**src/rtl/clk_div_ctrl.sv**
```systemverilog
// Programmable divide-by-N clock controller with start/stop sequencing and a
// valid/ready ratio port; ratio changes land only on period boundaries.
module clk_div_ctrl #(
  parameter int unsigned CNT_W   = 8,
  parameter int unsigned DEF_DIV = 4
) (
  input  logic             clk,
  input  logic             rst,
  input  logic             en,
  input  logic             cfg_valid,
  input  logic [CNT_W-1:0] cfg_div,
  output logic             cfg_ready,
  output logic             cfg_err,
  output logic             r_clk,
  output logic             tick,
  output logic             busy
);

  typedef enum logic [1:0] {
    IDLE = 2'd0,
    RUN  = 2'd1,
    STOP = 2'd2
  } state_e;

  state_e           state_q, state_d;
  logic [CNT_W-1:0] cnt_q, cnt_d;
  logic [CNT_W-1:0] div_q, div_d;
  logic [CNT_W-1:0] pend_div_q, pend_div_d;
  logic             pend_q, pend_d;
  logic             r_clk_q, r_clk_d;
  logic             tick_q, tick_d;
  logic             cfg_err_q, cfg_err_d;

  logic accept;
  logic legal;
  logic wrap;
  logic running_d;

  // State and output registers
  always_ff @(posedge clk) begin
    if (rst) begin
      state_q    <= IDLE;
      cnt_q      <= '0;
      div_q      <= CNT_W'(DEF_DIV);
      pend_div_q <= '0;
      pend_q     <= 1'b0;
      r_clk_q    <= 1'b0;
      tick_q     <= 1'b0;
      cfg_err_q  <= 1'b0;
    end else begin
      state_q    <= state_d;
      cnt_q      <= cnt_d;
      div_q      <= div_d;
      pend_div_q <= pend_div_d;
      pend_q     <= pend_d;
      r_clk_q    <= r_clk_d;
      tick_q     <= tick_d;
      cfg_err_q  <= cfg_err_d;
    end
  end

  // Next-state, counter and config sequencing
  always_comb begin
    state_d    = state_q;
    cnt_d      = cnt_q;
    div_d      = div_q;
    pend_d     = pend_q;
    pend_div_d = pend_div_q;
    accept     = cfg_valid && !pend_q;
    legal      = (cfg_div >= CNT_W'(2));
    wrap       = (cnt_q == (div_q - CNT_W'(1)));
    cfg_err_d  = accept && !legal;

    unique case (state_q)
      IDLE: begin
        cnt_d = '0;
        // A ratio pended in the final STOP wrap cycle is applied here so the port never stalls
        if (pend_q) begin
          div_d  = pend_div_q;
          pend_d = 1'b0;
        end else if (accept && legal) begin
          div_d = cfg_div;
        end
        if (en) state_d = RUN;
      end
      RUN, STOP: begin
        if (wrap) begin
          cnt_d = '0;
          if (pend_q) begin
            div_d  = pend_div_q;
            pend_d = 1'b0;
          end
        end else begin
          cnt_d = cnt_q + CNT_W'(1);
        end
        if (accept && legal) begin
          pend_d     = 1'b1;
          pend_div_d = cfg_div;
        end
        if (en)                  state_d = RUN;
        else if (state_q == RUN) state_d = STOP;
        else if (wrap)           state_d = IDLE;
      end
      default: state_d = IDLE;
    endcase

    // Outputs are precomputed from next state so they register alongside it
    running_d = (state_d != IDLE);
    r_clk_d   = running_d && (cnt_d < (div_d >> 1));
    tick_d    = running_d && (cnt_d == '0);
  end

  assign r_clk     = r_clk_q;
  assign tick      = tick_q;
  assign cfg_err   = cfg_err_q;
  assign cfg_ready = !pend_q;
  assign busy      = (state_q != IDLE);

endmodule

```
**config.mk**
```make
export PLATFORM = sky130hd
export DESIGN_NAME = clk_div_ctrl
export DESIGN_NICKNAME = d
export VERILOG_FILES = /design/src/rtl/clk_div_ctrl.sv
export SDC_FILE = /design/constraint.sdc
export NUM_CORES = 1
export LEC_CHECK = 0
export ABC_AREA = 0
export CORE_MARGIN = 4
export CORE_UTILIZATION = 55
export CTS_CLUSTER_DIAMETER = 80
export DETAILED_ROUTE_END_ITERATION = 12
export DONT_BUFFER_PORTS = 1
export PLACE_DENSITY = 0.76
export SLEW_MARGIN = 20
export SYNTH_ARGS = -nofsm -noshare
export SYNTH_HDL_FRONTEND = slang
export SYNTH_SLANG_ARGS = --single-unit
```
**constraint.sdc**
```tcl
create_clock -name clk -period 5.8 [get_ports clk]
set_clock_uncertainty 0.15 [all_clocks]
set_input_delay 1.16 -clock clk [delete_from_list [all_inputs] [get_ports clk]]
set_output_delay 1.16 -clock clk [all_outputs]
set_load 0.02 [all_outputs]
```
==> results_dict.tcl <==
set metrics [dict create \
    status "finished clean" \
    slew_violations 0 \
    antenna_found_initial 0 \
    numCtsBuffers 5 \
    worstSetupPathDepth 12 \
    cp_slowest_stage_delay_ns 0.43 \
    cp_slowest_cell "or3_4" \
    r2r-end "r_clk" \
    drt.antenna.violating_nets 0 \
    cp_max_fo 10 \
    cts_resized 0 \
    fin_tns_setup_ns 0 \
    start_util_pct 56.9 \
    clk_pin_slew_worst_paths_ns 0.07 \
    crit_start "div_q[2]" \
    grt_max_degree 43 \
    die_w_um 69.8 \
    synth_most_common_cell "dfxtp_1" \
    overflow 0 \
    dp_hpwl_mm 3.59 \
    path_cells "or3_4 -> o31a_1 -> nor4_2 -> o2111ai_4 -> or2_1 -> a22o_1 -> a221oi_2 -> ha_1 -> a21o_1 -> a21oi_1 -> nor2b_1 -> a2111oi_2" \
    rows 22 \
    tightest_slew_ns 0.582 \
    grt_usage_pct 21.3 \
    clkSinkCount 30 \
    drtIter0Drc 137 \
    syn_to_final_growth_pct 5.01 \
    worst-endpoint-arrival_ns 3.88 \
    cts_root_buffer "clkbuf_8" \
    synth_nets 282 \
    first_pass_iters 4 \
    avgSynthCellArea_um2 8.11 \
    dr_total_vias 1892 \
    grt_pass1_vias 1780 \
    gp_congestion 0.854 \
    hold_path_class "flip-flop to flip-flop" \
    fin_crit_ns 3.85 \
    crit_required_ns 5.83 \
    wl_mm 4.93 \
    ff2ff_path_depth 12 \
    syn_inst 259 \
    min_to "pend_div_q[0]" \
    power_density_nw_per_um2 258 \
    path_delay_family "compound AO/OA/AOI/OAI gates" \
    critPathBufInv 0 \
    clk_latency_ns 0.29 \
    core_um2 3690 \
    fillCellCount 360 \
    p_leak_nw 0.872 \
    crit_type "flip-flop to flip-flop" \
    end_kind "flip-flop" \
    setup_viol 0 \
    h-tree-depth 2 \
    netlist_top_cells_count "dfxtp_1, nor2_1, a21oi_1" \
    synth.top_cell.area_share_pct 28.6 \
    cts_setup_buffers 0 \
    multi_input_area_um2 1400 \
    relSlewSlack_pct 61.2 \
    synth-edff-count 0 \
    fin_crit_sh_pct 66.3 \
    regArea_um2 601 \
    worst-r2r-setup-slack_ns 1.95 \
    placed_cell_area_um2 2090 \
    syn_area_um2 2100 \
    ys_seq_area_share_pct 28.6 \
    post-synth-top-area-cell "dfxtp_1" \
    final_cell_area_um2 2200 \
    postCtsHoldBufs 0 \
    drc_errors 0 \
    synth_cell_type_count 57 \
    whs_path_depth 2 \
    worstHoldStart "pend_div_q[0]" \
    dieHeight_um 69.8 \
    synth_area_leaders "dfxtp_1, ha_1, nor2_1" \
    rsz0062_at_grt "no" \
    grt_pass1_wl_mm 8.36 \
    via_per_inst 6.33 \
    post_drt_wl_per_cell_um 16.5 \
    crit_path_start_kind "flip-flop" \
    diodes 0 \
    ys.flop_type "dfxtp_1" \
    maxCapViolations 0 \
    yosysWarningCount 0 \
    nets 273 \
    dieArea_um2 4870 \
    cts_tree "yes" \
    io_buffers 0 \
    ios 17 \
    irDropWorstVdd_uv 152 \
    max_freq_mhz 260 \
    drive_above_1_share_pct 8.37 \
    reg2reg_from "div_q[2]" \
    synthArstFlopShare_pct 0 \
    ys_ff_latch 30 \
    clk_path_buf_depth 2 \
    finalHoldViolations 0 \
]
[worst register-to-register path: stages (launching register included)]
cell       delay, ns
dfxtp_1         0.40
or3_4           0.43
o31a_1          0.27
nor4_2          0.37
o2111ai_4       0.25
or2_1           0.37
a22o_1          0.27
a221oi_2        0.28
ha_1            0.30
a21o_1          0.18
a21oi_1         0.14
nor2b_1         0.07
a2111oi_2       0.26
[placed cells by master (no fill, tap or decap), types with 2 or more instances in the layout]
master / instances
nand2b_1: 8
o31a_1: 3
o21ai_1: 9
a32o_1: 2
a211oi_1: 2
nand2_1: 15
o221a_2: 5
o31ai_1: 2
a31oi_1: 2
xor2_1: 5
clkbuf_8: 8
xnor2_1: 7
nor2b_1: 11
a21o_1: 3
mux2i_1: 9
nor4_1: 4
dfxtp_1: 30
o22a_1: 4
a22o_1: 3
ha_1: 11
nor2_1: 28
inv_1: 6
a21oi_1: 17
o21ai_0: 8
o21bai_1: 2
nand3_1: 5
or3_1: 2
nor3_1: 13
[how the worst max path moves through the flow]
| stage | to | slack, ns |
|---|---|---|
| 2_1_floorplan | r_clk | 2.17 |
| 3_3_place_gp | r_clk | 2.07 |
| 3_5_place_dp | r_clk | 1.96 |
| 4_1_cts | r_clk | 1.94 |
| 5_1_grt | r_clk | 1.67 |
| 6_report | r_clk | 1.95 |
[final cells by class]
type,count,share of cell area [%]
Timing Repair Buffer,1,0.341
Multi-Input combinational cell,205,63.5
Sequential cell,30,27.2
Inverter,7,1.19
Tap cell,48,2.72
Clock buffer,8,4.99
[layer usage]
layer	up-vias	track usage [%]	share of wire (%)
met4	0	8.94	2.2
met3	12	5.65	6.2
met2	54	33.4	48
li1	937	-	-
met5	-	0	0
met1	889	27.5	43
[registers in the layout, indices dropped and copies added (netlist names)]
register	count
r_clk	1
state_q	2
cnt_q	8
pend_div_q	8
div_q	8
cfg_err	1
tick	1
pend_q	1
[metrics by stage]
step                      std cells  worst slack [ns]  hold WS [ns]  total power, mW  utilization [%]
after global placement          291              2.07         0.337            0.369             56.8
after floorplan                 259              2.17         0.314            0.350                -
final                           299              1.95         0.372            0.569             59.8
after CTS                       299              1.94         0.372            0.572             59.8
after detailed placement        291              1.96         0.354            0.372             56.8
after global routing            299              1.67         0.418            0.598             59.8
[kinds of logic after synthesis]
logic type                 synth area share (%)
buffers and inverters                      4.71
AOI/OAI and AO/OA                          27.2
and+or+nand+nor                            23.6
adders and majority gates                  6.56
DFF                                        28.6
xor gates and xnor gates                   5.01
muxes                                      4.29
[report_power, final]
| part | switching (mW) | internal [mW] |
|---|---|---|
| Sequential | 0.0205 | 0.219 |
| Combinational | 0.0696 | 0.0583 |
| Clock | 0.0815 | 0.120 |
(Power assumes the default switching activity.)
